<file path="src/rtl/prog_loader.sv">
// Program loader: receives a LEN/data[/SUM] byte frame and writes it into CPU RAM at BASE_ADDR.
// Define LOADER_CHECKSUM_EN to enable the trailing checksum byte and the error state.
module prog_loader #(
  parameter logic [7:0] BASE_ADDR = 8'h00
) (
  input  logic       clk,
  input  logic       rst,
  input  logic       start,
  input  logic [7:0] rx_data,
  input  logic       rx_valid,
  output logic       rx_ready,
  output logic [7:0] ram_addr,
  output logic [7:0] ram_data,
  output logic       ram_wren,
  output logic       cpu_hold,
  output logic       cpu_run,
  output logic       busy,
  output logic       done,
  output logic       err
);

  typedef enum logic [2:0] {
    StIdle,
    StLen,
    StData,
`ifdef LOADER_CHECKSUM_EN
    StSum,
`endif
    StRun,
    StDone,
    StErr
  } state_e;

  state_e     state_q, state_d;
  logic [8:0] cnt_q, cnt_d;
  logic [8:0] len_q, len_d;
  logic [7:0] ram_addr_q, ram_addr_d;
  logic [7:0] ram_data_q, ram_data_d;
  logic       ram_wren_q, ram_wren_d;
  logic       hs;

`ifdef LOADER_CHECKSUM_EN
  logic [7:0] sum_q, sum_d;
`endif

  assign hs = rx_valid & rx_ready;

  always_ff @(posedge clk or negedge rst) begin
    if (!rst) begin
      state_q    <= StIdle;
      cnt_q      <= 9'd0;
      len_q      <= 9'd0;
      ram_addr_q <= BASE_ADDR;
      ram_data_q <= 8'h00;
      ram_wren_q <= 1'b0;
    end else begin
      state_q    <= state_d;
      cnt_q      <= cnt_d;
      len_q      <= len_d;
      ram_addr_q <= ram_addr_d;
      ram_data_q <= ram_data_d;
      ram_wren_q <= ram_wren_d;
    end
  end

`ifdef LOADER_CHECKSUM_EN
  always_ff @(posedge clk or negedge rst) begin
    if (!rst) begin
      sum_q <= 8'h00;
    end else begin
      sum_q <= sum_d;
    end
  end
`endif

  always_comb begin
    state_d    = state_q;
    cnt_d      = cnt_q;
    len_d      = len_q;
    ram_addr_d = ram_addr_q;
    ram_data_d = ram_data_q;
    ram_wren_d = 1'b0;
`ifdef LOADER_CHECKSUM_EN
    sum_d      = sum_q;
`endif
    unique case (state_q)
      StIdle, StDone, StErr: begin
        if (start) begin
          state_d = StLen;
          cnt_d   = 9'd0;
`ifdef LOADER_CHECKSUM_EN
          sum_d   = 8'h00;
`endif
        end
      end
      StLen: begin
        if (hs) begin
          // LEN of zero encodes a full 256-byte image
          len_d   = (rx_data == 8'h00) ? 9'd256 : {1'b0, rx_data};
          state_d = StData;
        end
      end
      StData: begin
        if (hs) begin
          ram_addr_d = BASE_ADDR + cnt_q[7:0];
          ram_data_d = rx_data;
          ram_wren_d = 1'b1;
          cnt_d      = cnt_q + 9'd1;
`ifdef LOADER_CHECKSUM_EN
          sum_d      = sum_q + rx_data;
          if (cnt_q + 9'd1 == len_q) state_d = StSum;
`else
          if (cnt_q + 9'd1 == len_q) state_d = StRun;
`endif
        end
      end
`ifdef LOADER_CHECKSUM_EN
      StSum: begin
        if (hs) begin
          state_d = (rx_data == sum_q) ? StRun : StErr;
        end
      end
`endif
      StRun: begin
        state_d = StDone;
      end
      default: begin
        state_d = StIdle;
      end
    endcase
  end

  always_comb begin
    rx_ready = 1'b0;
    cpu_hold = 1'b1;
    cpu_run  = 1'b0;
    busy     = 1'b0;
    done     = 1'b0;
    err      = 1'b0;
    unique case (state_q)
      StLen, StData: begin
        rx_ready = 1'b1;
        busy     = 1'b1;
      end
`ifdef LOADER_CHECKSUM_EN
      StSum: begin
        rx_ready = 1'b1;
        busy     = 1'b1;
      end
      StErr: begin
        err = 1'b1;
      end
`endif
      StRun: begin
        // run coincides with the last held cycle so the CPU starts cleanly on release
        cpu_run = 1'b1;
        busy    = 1'b1;
      end
      StDone: begin
        cpu_hold = 1'b0;
        done     = 1'b1;
      end
      default: begin
        rx_ready = 1'b0;
      end
    endcase
  end

  assign ram_addr = ram_addr_q;
  assign ram_data = ram_data_q;
  assign ram_wren = ram_wren_q;

endmodule

</file>
<file path="config.mk">
export PLATFORM = sky130hd
export DESIGN_NAME = prog_loader
export DESIGN_NICKNAME = d
export VERILOG_FILES = /design/src/rtl/prog_loader.sv
export SDC_FILE = /design/constraint.sdc
export NUM_CORES = 1
export LEC_CHECK = 0
export ABC_AREA = 0
export CORE_MARGIN = 3
export CORE_UTILIZATION = 52
export CTS_BUF_LIST = sky130_fd_sc_hd__clkbuf_16
export CTS_CLUSTER_SIZE = 20
export DETAILED_ROUTE_END_ITERATION = 12
export PLACE_DENSITY = 0.84
export SLEW_MARGIN = 20
export SYNTH_ARGS = -nofsm -noshare
export SYNTH_HDL_FRONTEND = slang
export SYNTH_SLANG_ARGS = --single-unit
</file>
<file path="constraint.sdc">
create_clock -name clk -period 2.05 [get_ports clk]
set_input_delay 0.205 -clock clk [delete_from_list [all_inputs] [get_ports clk]]
set_output_delay 0.205 -clock clk [all_outputs]
set_load 0.01 [all_outputs]
</file>
==> results of run 1 <==
## cell usage in the layout (no fill, tap or decap), drive strengths merged, types with 2 or more instances in the layout
| cell | netlist | routed |
|---|---|---|
| buf | 11 | 8 |
| nor2 | 11 | 11 |
| o21ai | 16 | 16 |
| a21oi | 8 | 8 |
| nand4 | 3 | 3 |
| bufinv | 0 | 2 |
| or3 | 2 | 2 |
| clkbuf | 2 | 5 |
| mux2 | 9 | 9 |
| nor4 | 2 | 2 |
| nor4b | 2 | 2 |
| nor2b | 2 | 2 |
| clkdlybuf4s50 | 0 | 32 |
| inv | 4 | 4 |
| a21o | 2 | 2 |
| nand3 | 6 | 6 |
| o21bai | 2 | 2 |
| xor2 | 3 | 3 |
| nand2 | 56 | 56 |
| xnor2 | 6 | 6 |
| dfrtp | 38 | 38 |
| nand2b | 4 | 4 |
## worst max-delay path, delay by kind of cell (launching register included)
kind / cells / cell delay (ps)
simple gates: 2 / 640
flops: 1 / 470
fa+ha+maj: 1 / 320
compound gates: 3 / 430
## report_power, final
| group | internal [mW] | switching, mW |
|---|---|---|
| clock | 0.692 | 0.284 |
| combinational | 0.658 | 0.555 |
| sequential | 0.990 | 0.197 |
| total | 2.34 | 1.04 |
## flip-flops by register name, indices dropped and copies added (netlist names)
register  count
cnt_q         9
len_q         9
ram_addr      8
ram_data      8
state_q       3
ram_wren      1
## cell usage after synthesis (all sizes together) (3+ instances only)
library cell | number | area share [%]
nand2 | 56 | 11
xor2 | 3 | 1.3
mux2 | 9 | 5.2
dfrtp | 38 | 49
buf | 11 | 2.8
nor2 | 11 | 2.2
nand2b | 4 | 1.3
a21oi | 8 | 2.0
nand3 | 6 | 1.8
inv | 4 | 0.77
nand4 | 3 | 1.7
o21ai | 16 | 4.1
xnor2 | 6 | 3.6
## final timing paths
path / slack [ps] / endpoint / cells past startpoint / start
max: 120 / state_q[0] / 6 / cnt_q[1]
min: 30 / ram_addr[5] / 1 / rst
max reg2reg: 120 / state_q[0] / 6 / cnt_q[1]
min reg2reg: 470 / ram_data[3] / 2 / ram_data[3]
max in group asynchronous: 1490 / len_q[6] / 1 / rst
min in group clk: 470 / ram_data[3] / 2 / ram_data[3]
## timing repair
| item | in CTS | in global routing |
|---|---|---|
| endpoints found under the setup margin | 0 | 1 |
| hold endpoints to repair | 0 | 0 |
| resized for setup | 0 | 1 |
## final cells by class
type	instances	share of cell area, %
Clock buffer	5	4.94
Clock inverter	3	2.52
Inverter	4	0.593
Multi-Input combinational cell	152	36.7
Sequential cell	38	37.5
Tap cell	46	2.27
Timing Repair Buffer	40	15.4
## logic make-up (layout without fill, tap and decap cells)
logic type / Yosys count / count (layout) / synth area share, %
mux: 9 / 9 / 5.18
other cells: 1 / 1 / 0.192
compound gates: 37 / 37 / 11.5
flops: 38 / 38 / 48.6
buf+inv: 17 / 52 / 3.97
simple gates: 93 / 93 / 22.5
xor+xnor: 11 / 11 / 7.42
fa+ha+maj: 1 / 1 / 0.640
## layer usage
metal	vias up	GRT usage (%)
met5	-	0
met2	62	34.5
li1	772	-
met1	765	26.2
met3	9	5.16
met4	0	9.62
==> qor.txt, run 1 <==
Antenna violations before repair -> 0
Post-route worst setup slack -> 124 ps
First-pass GRT wire length -> 7.04 mm
Drt drc -> 0
Port bufs -> 33
Area of the multi-input gates -> 930 µm²
Worst setup EP type -> register
Vias/cell -> 5.58
TritonCTS sink count -> 38
Skew final -> 3.53 ps
Post-DRT Antenna Nets -> 0
Setup bufs post-CTS -> 0
Pins Over Slew Limit -> 0
Metal3 WL -> 252 µm
Slowest stage delay, CP -> 470 ps
Clock Latency Late Sink -> 280 ps
CTS tree -> built
Synth unique cells -> 47
Critical path peak fanout -> 9
Slowest stage cell, crit path -> dfrtp_1
Post-synthesis cell count -> 207
Syn-to-layout area delta -> 29.5%
Crit path launch type -> register
Ys async rst share -> 100%
Final Non-Filler Cells -> 288
Dpl ws -> -15.0 ps
Relative slew slack -> 43.9%
Final Cycle Share -> 94.0%
Post-route setup TNS -> 0 ps
RSZ-0062 raised after global routing -> false
Maximum clock frequency -> 519 MHz
Initial core utilization -> 56.4%
Worst Path Required -> 2250 ps
Final core utilization -> 73.0%
Ant diodes -> 0
Worst path cell trace -> ha_2, nand3_2, or3_1, a21oi_1, a311oi_1, o21ai_1
Total core area -> 0.00347 mm²
Clk root buf -> clkbuf_16
Max_cap viols -> 0
HP Class -> in -> async
Dpl cells -> 280
Worst endpoint data arrival time -> 2130 ps
Metal-1 WL -> 1.85 mm
Design Power -> 3.38 mW
Post-Syn Area -> 0.00196 mm²
Die extent in y -> 67.3 µm
WHS -> 31.4 ps
Die width -> 67.3 µm
Max IR drop VDD -> 803 µV
Bufs on Longest Clock Path -> 2
Final Hold Viols -> 0
Syn avg cell area -> 9.45 µm²
Clock slew at the register clock pins of the worst setup and hold paths -> 60 ps
Die area -> 0.00453 mm²
Wirelength per Cell -> 14.7 µm
DP Wirelength -> 2.85 mm
Met2 routed WL -> 2.07 mm
Placed instance area -> 0.00234 mm²
Cell row count -> 21
Gpl congestion -> 0.906
Synth Register Bits -> 38
Detailed Route WL -> 4.25 mm
Global route overflow -> 0
Uppermost layer routed -> met4
Post-synth EDFFs -> 0
IO Pins -> 35
Final #Nets -> 254
# H-tree levels -> 2
Worst slew pin tran -> 841 ps
Sequential fraction of the synthesis area -> 48.6%
Status -> completed
Share of cells above drive strength 1 -> 9.92%
Via count -> 1608
Path type of the worst setup path -> reg -> reg
Vias in the first global route -> 1568
Final instance area -> 0.00253 mm²
PD cells -> 1330 mW/mm²
Static leakage -> 1.16 nW
Pin count of the biggest net entering global routing -> 39
Final setup violation count -> 0
# hold bufs at CTS -> 0
Count of TritonRoute iterations in the first routing pass -> 5
Net Count, Synth -> 220
Post-layout minimum cycle time -> 1930 ps
Register cell area after layout -> 951 µm²
Number of synthesis warnings -> 0
Synth Flop Type -> dfrtp_1
FILL cells -> 254
Clock buffer count from CTS -> 5
Initial DRC Count -> 126
Gr usage total -> 21.0%
Note: power is estimated with default switching activity, not from simulation.
==> run 2, diff against run 1 <==
- CORE_UTILIZATION: 52 -> 50
- PLACE_DENSITY: 0.84 -> 0.81
==> run 2 against run 1 <==
Die area rose by 3.6%; global-route usage fell by 0.45 points; via count is 1.2% lower; critical path depth is 3 lower; clock skew is 1.8 ps lower; register-to-register slack improved by 90 ps; total power decreased by 7.8%; worst setup slack gained 41 ps; routed wire length decreased by 1.4%; largest power group unchanged; combinational power is essentially flat.
==> qor.txt, run 2 (same netlist as run 1, synthesis figures left out) <==
Max IR drop VDD -> 614 µV (-23%)
# H-tree levels -> 2 (unchanged)
Relative slew slack -> 44.5% (+0.63 points)
Initial core utilization -> 52.6% (-3.8 points)
Area of the multi-input gates -> 927 µm² (-0.27%)
Initial DRC Count -> 74 (-41%)
FF-to-FF Start -> state_q[1]
Path type of the worst setup path -> reg -> out
Clk root buf -> clkbuf_16
Die width -> 68.5 µm (+1.8%)
Clock Latency Late Sink -> 280 ps (about the same)
Gpl congestion -> 0.825 (-8.9%)
Maximum clock frequency -> 530 MHz (+2.2%)
DP Wirelength -> 2.92 mm (+2.6%)
Cell row count -> 22 (+4.8%)
Gr usage total -> 20.6% (-0.45 points)
Crit path launch type -> register
Post-route setup TNS -> 0 ps (unchanged)
FILL cells -> 299 (+18%)
Static leakage -> 1.15 nW (-0.98%)
Clock slew at the register clock pins of the worst setup and hold paths -> 50 ps (about the same)
Worst slew pin tran -> 829 ps (-12.6 ps)
CP startpoint -> state_q[1]
Pins Over Slew Limit -> 0 (unchanged)
Ant diodes -> 0 (unchanged)
Critical path peak fanout -> 10 (+1)
Via count -> 1589 (-1.2%)
HP Class -> in -> async
Post-DRT Antenna Nets -> 0 (unchanged)
Setup crit end -> rx_ready
Total core area -> 0.00372 mm² (+7.1%)
Final #Nets -> 256 (+0.79%)
Antenna violations before repair -> 0 (unchanged)
Combinational power share -> 39.0% (+3.1 points)
Switching share of power -> 32.8% (+2.2 points)
Commonest non-fill, non-tap cell in the layout -> nand2_1
# hold bufs at CTS -> 0 (unchanged)
Worst endpoint data arrival time -> 1680 ps (-450 ps)
Vias in the first global route -> 1538 (-1.9%)
Worst Path Required -> 1850 ps (-400 ps)
Share of cells above drive strength 1 -> 10.3% (+0.37 points)
Syn-to-layout area delta -> 26.9%
Internal power -> 2.09 mW (-11%)
Wirelength per Cell -> 14.4 µm (-2.5%)
Port bufs -> 33 (unchanged)
Skew final -> 1.73 ps (-1.81 ps)
RSZ-0062 raised after global routing -> false
Final Hold Viols -> 0 (unchanged)
Register cell area after layout -> 951 µm² (unchanged)
Status -> completed
Setup bufs post-CTS -> 0 (unchanged)
R2R Path End -> cnt_q[7]
Number of cells on the worst reg-to-reg path -> 5 (-1)
Clock share of power -> 23.1% (-5.8 points)
Final instance area -> 0.00248 mm² (-2.0%)
IO Pins -> 35 (unchanged)
Bufs on Longest Clock Path -> 2 (unchanged)
Drt drc -> 0 (unchanged)
CTS tree -> built
Placed instance area -> 0.00235 mm² (+0.21%)
Post-layout minimum cycle time -> 1890 ps (-40.8 ps)
Final setup violation count -> 0 (unchanged)
First-pass GRT wire length -> 7.02 mm (-0.38%)
Clock buffer count from CTS -> 5 (unchanged)
Pin count of the biggest net entering global routing -> 39 (unchanged)
Count of TritonRoute iterations in the first routing pass -> 4 (-1)
Most frequent cells in the layout -> nand2_1 (56), dfrtp_1 (38), clkdlybuf4s50_1 (32), o21ai_1 (13), nor2_1 (10)
Die area -> 0.00470 mm² (+3.6%)
Worst R2R Setup Slack -> 210 ps (+90 ps)
TritonCTS sink count -> 38 (unchanged)
Sequential Power Share -> 38.0% (+2.8 points)
Die extent in y -> 68.5 µm (+1.8%)
Detailed Route WL -> 4.18 mm (-1.4%)
Number of gates resized after CTS -> 0 (unchanged)
Max_cap viols -> 0 (unchanged)
Largest regs -> cnt_q (9), len_q (9)
Net Switching -> 1.02 mW (-1.3%)
Worst setup EP type -> output port
Vias/cell -> 5.46 (-2.2%)
Final Cycle Share -> 92.0% (-2.0 points)
Global route overflow -> 0 (unchanged)
PD cells -> 1250 mW/mm² (-5.9%)
run 2: worst max-delay path, stage by stage, from the launching register on:
cell and delay (ps):
dfrtp_1 470, nand2b_1 230, a21oi_1 160, clkdlybuf4s50_1 540
run 2: per-layer routing:
| layer | track usage, % | wire length [µm] | vias up |
|---|---|---|---|
| met5 | 0 | 0 | - |
| met1 | 27.9 | 1910 | 745 |
| met2 | 30.2 | 1870 | 60 |
| met3 | 4.38 | 265 | 13 |
| li1 | - | - | 771 |
| met4 | 12.4 | 136 | 0 |
run 2: worst min path at each step:
stage	startpoint	endpoint	slack, ps	cells past startpoint
2_1_floorplan	rst	cnt_q[0]	-90	0
5_1_grt	rst	ram_data[3]	90	1
3_3_place_gp	rst	ram_addr[4]	360	1
4_1_cts	rst	cnt_q[4]	50	1
6_report	rst	ram_data[3]	30	1
3_5_place_dp	rst	ram_data[3]	350	1
run 2: area by class of cell:
class | count | area share, %
sequential | 38 | 38.3
multi-input combinational | 152 | 37.4
timing repair buffer | 42 | 15.8
clock buffer | 5 | 5.04
tap | 48 | 2.42
inverter | 4 | 0.605
clock inverter | 2 | 0.403
run 2: stage by stage:
| step | setup slack (ps) | power (mW) | hold slack, ps | instances | utilization, % |
|---|---|---|---|---|---|
| floorplan | 342 | 1.85 | -90.6 | 207 | - |
| global placement | 87.2 | 2.37 | 359 | 284 | 63.1 |
| detailed placement | 10.3 | 2.41 | 355 | 284 | 63.1 |
| CTS | 164 | 3.14 | 53.7 | 291 | 66.8 |
| global route | 48.3 | 3.33 | 92.6 | 291 | 66.8 |
| finish | 164 | 3.11 | 25.3 | 291 | 66.8 |
run 2: power groups by stage:
stage / Clock, mW / Sequential (mW) / Combinational (mW)
2_1_floorplan: 0 / 1.19 / 0.652
3_3_place_gp: 0 / 1.18 / 1.19
3_5_place_dp: 0 / 1.18 / 1.22
4_1_cts: 0.736 / 1.18 / 1.23
5_1_grt: 0.770 / 1.21 / 1.35
6_report: 0.718 / 1.18 / 1.21
==> run 3, diff against run 2 <==
- SKIP_CTS_REPAIR_TIMING: not set -> 1
- clock period: 2.05 -> 2.2 ns (I/O delays scaled with it)
==> run 3 against run 2 <==
Critical path type is now reg -> reg; global-route usage grew 0.31 points; clock-buffer cell count is the same; worst setup slack gained 84 ps; routed wire length shrank 2.3%; clock power grew 27%; core utilization grew 0.24 points; worst hold slack gained 15 ps; clock skew grew 1.6 ps; first-iteration DRC count grew 38%; sequential share of layout area shrank 0.13 points; cell count shrank 1.7%.
==> qor.txt, run 3 (same netlist as run 1, synthesis figures left out) <==
Die width -> 68.5 µm (unchanged)
Delay-heaviest family, CP -> flip-flops
Dpl cells -> 278 (-2.1%)
Final setup violation count -> 0 (unchanged)
Critical path peak fanout -> 6 (-4)
Max IR drop VDD -> 666 µV (+8.3%)
HP Class -> in -> async
Maximum clock frequency -> 512 MHz
RSZ-0062 raised after global routing -> false
Die extent in y -> 68.5 µm (unchanged)
Bufs and invs on worst path -> 0 (-1)
Skew final -> 3.28 ps (+1.56 ps)
Post-layout minimum cycle time -> 1950 ps
Post-route setup TNS -> 0 ps (unchanged)
IO Pins -> 35 (unchanged)
Final core utilization -> 67.0% (+0.24 points)
Syn-to-layout area delta -> 27.3%
Vias/cell -> 5.42 (-0.81%)
Port bufs -> 33 (unchanged)
Gr usage total -> 20.9% (+0.31 points)
Gpl congestion -> 0.784 (-4.9%)
Dpl ws -> 129 ps (+119 ps)
Largest regs -> cnt_q (9), len_q (9)
Most frequent cells in the layout -> nand2_1 (56), dfrtp_1 (38), clkdlybuf4s50_1 (32), o21ai_1 (13), nor2_1 (10)
CTS tree -> built
Relative slew slack -> 44.5% (-0.068 points)
Clk root buf -> clkbuf_16
Path type of the worst setup path -> reg -> reg
Final Hold Viols -> 0 (unchanged)
Worst setup EP type -> register
PD cells -> 1250 mW/mm² (-0.70%)
Bufs on Longest Clock Path -> 2 (unchanged)
Slowest stage delay, CP -> 490 ps (-50 ps)
Total core area -> 0.00372 mm² (unchanged)
Die area -> 0.00470 mm² (unchanged)
Sequential Power Share -> 36.4% (-1.6 points)
Ant diodes -> 0 (unchanged)
First-pass GRT wire length -> 7.13 mm (+1.7%)
WHS -> 40.6 ps (+15.3 ps)
Wirelength per Cell -> 14.3 µm (-0.63%)
DP Wirelength -> 2.83 mm (-3.1%)
Commonest non-fill, non-tap cell in the layout -> nand2_1
Net Switching -> 0.955 mW (-6.6%)
FILL cells -> 287 (-4.0%)
FF-to-FF Start -> cnt_q[1]
Worst Path Required -> 2410 ps (+560 ps)
Global route overflow -> 0 (unchanged)
Final instance area -> 0.00249 mm² (+0.35%)
Pin count of the biggest net entering global routing -> 39 (unchanged)
Post-route worst setup slack -> 248 ps (+83.6 ps)
Initial core utilization -> 52.6% (unchanged)
Switching share of power -> 30.8% (-2.1 points)
Antenna violations before repair -> 0 (unchanged)
Final Non-Filler Cells -> 286 (-1.7%)
Placed instance area -> 0.00230 mm² (-1.9%)
Clock buffer count from CTS -> 5 (unchanged)
Clock slew at the register clock pins of the worst setup and hold paths -> 60 ps (about the same)
Detailed Route WL -> 4.09 mm (-2.3%)
Drt drc -> 0 (unchanged)
Count of TritonRoute iterations in the first routing pass -> 4 (unchanged)
Final Cycle Share -> 88.7%
Worst slew pin tran -> 830 ps (+1.01 ps)
Clock share of power -> 29.5% (+6.4 points)
Crit path launch type -> register
Design Power -> 3.10 mW (-0.34%)
Combinational power share -> 34.1% (-4.9 points)
Post-DRT Antenna Nets -> 0 (unchanged)
Static leakage -> 1.14 nW (-0.78%)
Worst endpoint data arrival time -> 2160 ps (+480 ps)
Worst path cell trace -> ha_1, xnor3_2, o2111ai_1, nor4b_1, o221ai_1, o21ai_1
Max_cap viols -> 0 (unchanged)
Via count -> 1549 (-2.5%)
CP startpoint -> cnt_q[1]
TritonCTS sink count -> 38 (unchanged)
Clock Latency Late Sink -> 280 ps (about the same)
Share of cells above drive strength 1 -> 7.98% (-2.3 points)
Cell row count -> 22 (unchanged)
Internal power -> 2.15 mW (+2.7%)
Status -> completed
Final #Nets -> 250 (-2.3%)
Vias in the first global route -> 1526 (-0.78%)
# H-tree levels -> 2 (unchanged)
Initial DRC Count -> 102 (+38%)
Pins Over Slew Limit -> 0 (unchanged)
Slowest stage cell, crit path -> dfrtp_1
==> run 3: power groups by stage <==
stage                     Sequential, mW  Combinational (mW)  Clock, mW
after floorplan                     1.11               0.608          0
after global placement              1.13                1.04          0
after detailed placement            1.13                1.07          0
after CTS                           1.13                1.07      0.924
after global routing                1.17                1.18      0.954
final                               1.13                1.06      0.915
==> run 3: layout make-up <==
| type | count | area [µm²] | share of cell area, % |
|---|---|---|---|
| clock inverter | 3 | 63.8 | 2.56 |
| clock buffer | 5 | 125 | 5.03 |
| tap | 48 | 60.1 | 2.41 |
| inverter | 4 | 15.0 | 0.603 |
| multi-input combinational | 152 | 927 | 37.2 |
| timing repair buffer | 36 | 348 | 14.0 |
| sequential | 38 | 951 | 38.2 |
==> run 3: final timing paths <==
path                            slack [ps]           to  depth (start not counted)
worst max-delay path                   250   state_q[0]                          6
worst min-delay path                    40  ram_data[3]                          1
worst max register to register         250   state_q[0]                          6
worst min register to register         480  ram_addr[6]                          2
max in group asynchronous             1640  ram_addr[3]                          1
min in group clk                       480  ram_addr[6]                          2
==> run 3: worst register-to-register path, cell delays in order (launching register included) <==
cell and delay (ps):
dfrtp_1 490, ha_1 360, xnor3_2 270, o2111ai_1 140
nor4b_1 300, o221ai_1 180, o21ai_1 150
==> run 3: layer usage <==
layer	wire length, µm	global-route usage [%]	up-vias
li1	-	-	760
met1	1880	28.1	727
met2	1870	31.6	47
met3	200	4.86	15
met4	131	10.4	0
met5	0	0	-
==> edit, RTL diff (settings of run 1) <==
Add a define of `LOADER_CHECKSUM_EN`.
--- a/src/rtl/prog_loader.sv
+++ b/src/rtl/prog_loader.sv
@@ -1,4 +1,6 @@
 // Program loader: receives a LEN/data[/SUM] byte frame and writes it into CPU RAM at BASE_ADDR.
 // Define LOADER_CHECKSUM_EN to enable the trailing checksum byte and the error state.
+`define LOADER_CHECKSUM_EN
+
 module prog_loader #(
   parameter logic [7:0] BASE_ADDR = 8'h00
Check against the original RTL: not equivalent (a bounded check fails within 4 cycles, from zero or initial values and one cycle with rst low).
==> edit against run 1 <==
- via count increased by 32%
- design area grew 26%
- synthesized area increased by 26%
- worst setup slack got worse by 0.076 ns
- largest power group unchanged
- total power is 14% higher
- sequential power increased by 19%
- hold slack gained 0.38 ns
- wire length grew 37%
- count of clock-buffer cells in the layout unchanged
- combinational power is 33% higher
- die area rose by 24%
- sequential cell count up 8
- maximum frequency decreased by 3.8%
- critical endpoint is now sum_q[7]
==> edit: results <==
metrics = {
    "outcome": {
        "outcome": "completed",
    },
    "synth": {
        "synthMuxAreaShare_pct": 4.56,
        "yosysUniqueCellTypes": 45,
        "synth-xor-area-share_pct": 7.44,
        "netlist_top_cells_count": "61 x nand2_1, 46 x dfrtp_1, 22 x o21ai_0",
        "synth_area_leaders": "dfrtp_1 47%, nand2_1 9.3%, mux2_2 4.6%",
        "synth-compound-area-share_pct": 14.0,
        "syn_nets": 287,
        "yosys.area_share.adder_pct": 4.86,
        "ys.flop_type": "dfrtp_1",
        "synth_area_per_cell_um2": 9.29,
        "ys_seq_area_share_pct": 46.6,
    },
    "pwr": {
        "ir_drop_mv": 0.695,
        "switching_share_pct": 35.9,
        "top_power_group": "combinational cells",
        "p_comb_mw": 1.61,
        "sequentialPower_mw": 1.42,
        "switchingPower_mw": 1.38,
        "power.leakage_nw": 1.47,
    },
    "global_route": {
        "grt_max_degree": 32,
        "grt_pass1_wl_um": 9460,
        "grt_pass1_vias": 2020,
        "gr-usage-all-layers_pct": 22.2,
    },
    "placement": {
        "placedCellCount": 366,
        "gp_congestion": 0.867,
        "numPortBuffers": 34,
        "dpl.hpwl_um": 3970,
        "placed_area_mm2": 0.00302,
        "place_ws_ns": -0.238,
    },
    "timing": {
        "holdWs_ns": 0.410,
        "worst_pin_slew_ns": 0.484,
        "clock_skew_ns": 0.00501,
        "post-route-min-period_ns": 2.00,
    },
    "setup_path": {
        "r2r-end": "sum_q[7]",
        "path_class": "primary input to flip-flop",
        "cp_top_family": "compound AO/OA/AOI/OAI gates",
        "cp-startpoint": "rx_data[1]",
        "r2r_cells": 7,
        "crit_slowest_cell": "clkdlybuf4s50_1",
        "reg2reg_slack_ns": 0.05,
        "crit_arrival_ns": 2.23,
        "r2r_start": "sum_q[1]",
        "critPathMaxFanout": 3,
    },
    "cells_and_area": {
        "fillers": 335,
        "final_cells": 375,
        "area_delta_synth_final_pct": 29.1,
        "diodes": 0,
        "fin_nets": 343,
        "layout-drive-gt1-share_pct": 16.4,
    },
    "drt": {
        "dr.first_iter.drc_count": 191,
        "vias": 2117,
        "drt_pass1_iterations": 4,
        "wl_um": 5810,
    },
    "clock_network": {
        "clock_latency_ns": 0.29,
        "clockBufferDepth": 2,
    },
}
[edit: timing repair]
| action | 4_1_cts | 5_1_grt |
|---|---|---|
| endpoints found under the hold margin | 19 | 0 |
| endpoints found under the setup margin | 0 | 5 |
| gates resized for setup | 0 | 5 |
| hold buffers | 1 | 0 |
[edit: cells by family (layout without fill, tap and decap cells)]
group	Yosys count	in the layout
flip-flops	46	46
AND/OR/NAND/NOR	104	104
buffers and inverters	20	77
AO/OA/AOI/OAI	56	56
XOR/XNOR	21	21
adder cells (fa/ha/maj)	9	9
multiplexers	10	10
[edit: layout make-up]
class | count | area share, %
inverters | 6 | 0.706
clock buffers | 5 | 3.92
multi-input cells | 200 | 38.7
flip-flops and latches | 46 | 36.2
repair buffers | 63 | 17.8
clock inverters | 3 | 0.667
well taps | 52 | 2.04
[edit: metal layers]
metal	vias to the layer above	part of all wire [%]	GRT usage [%]
li1	1033	-	-
met1	1026	44	28.9
met2	48	50	35.9
met3	10	4.1	6.14
met4	0	1.8	7.31
met5	-	0	0
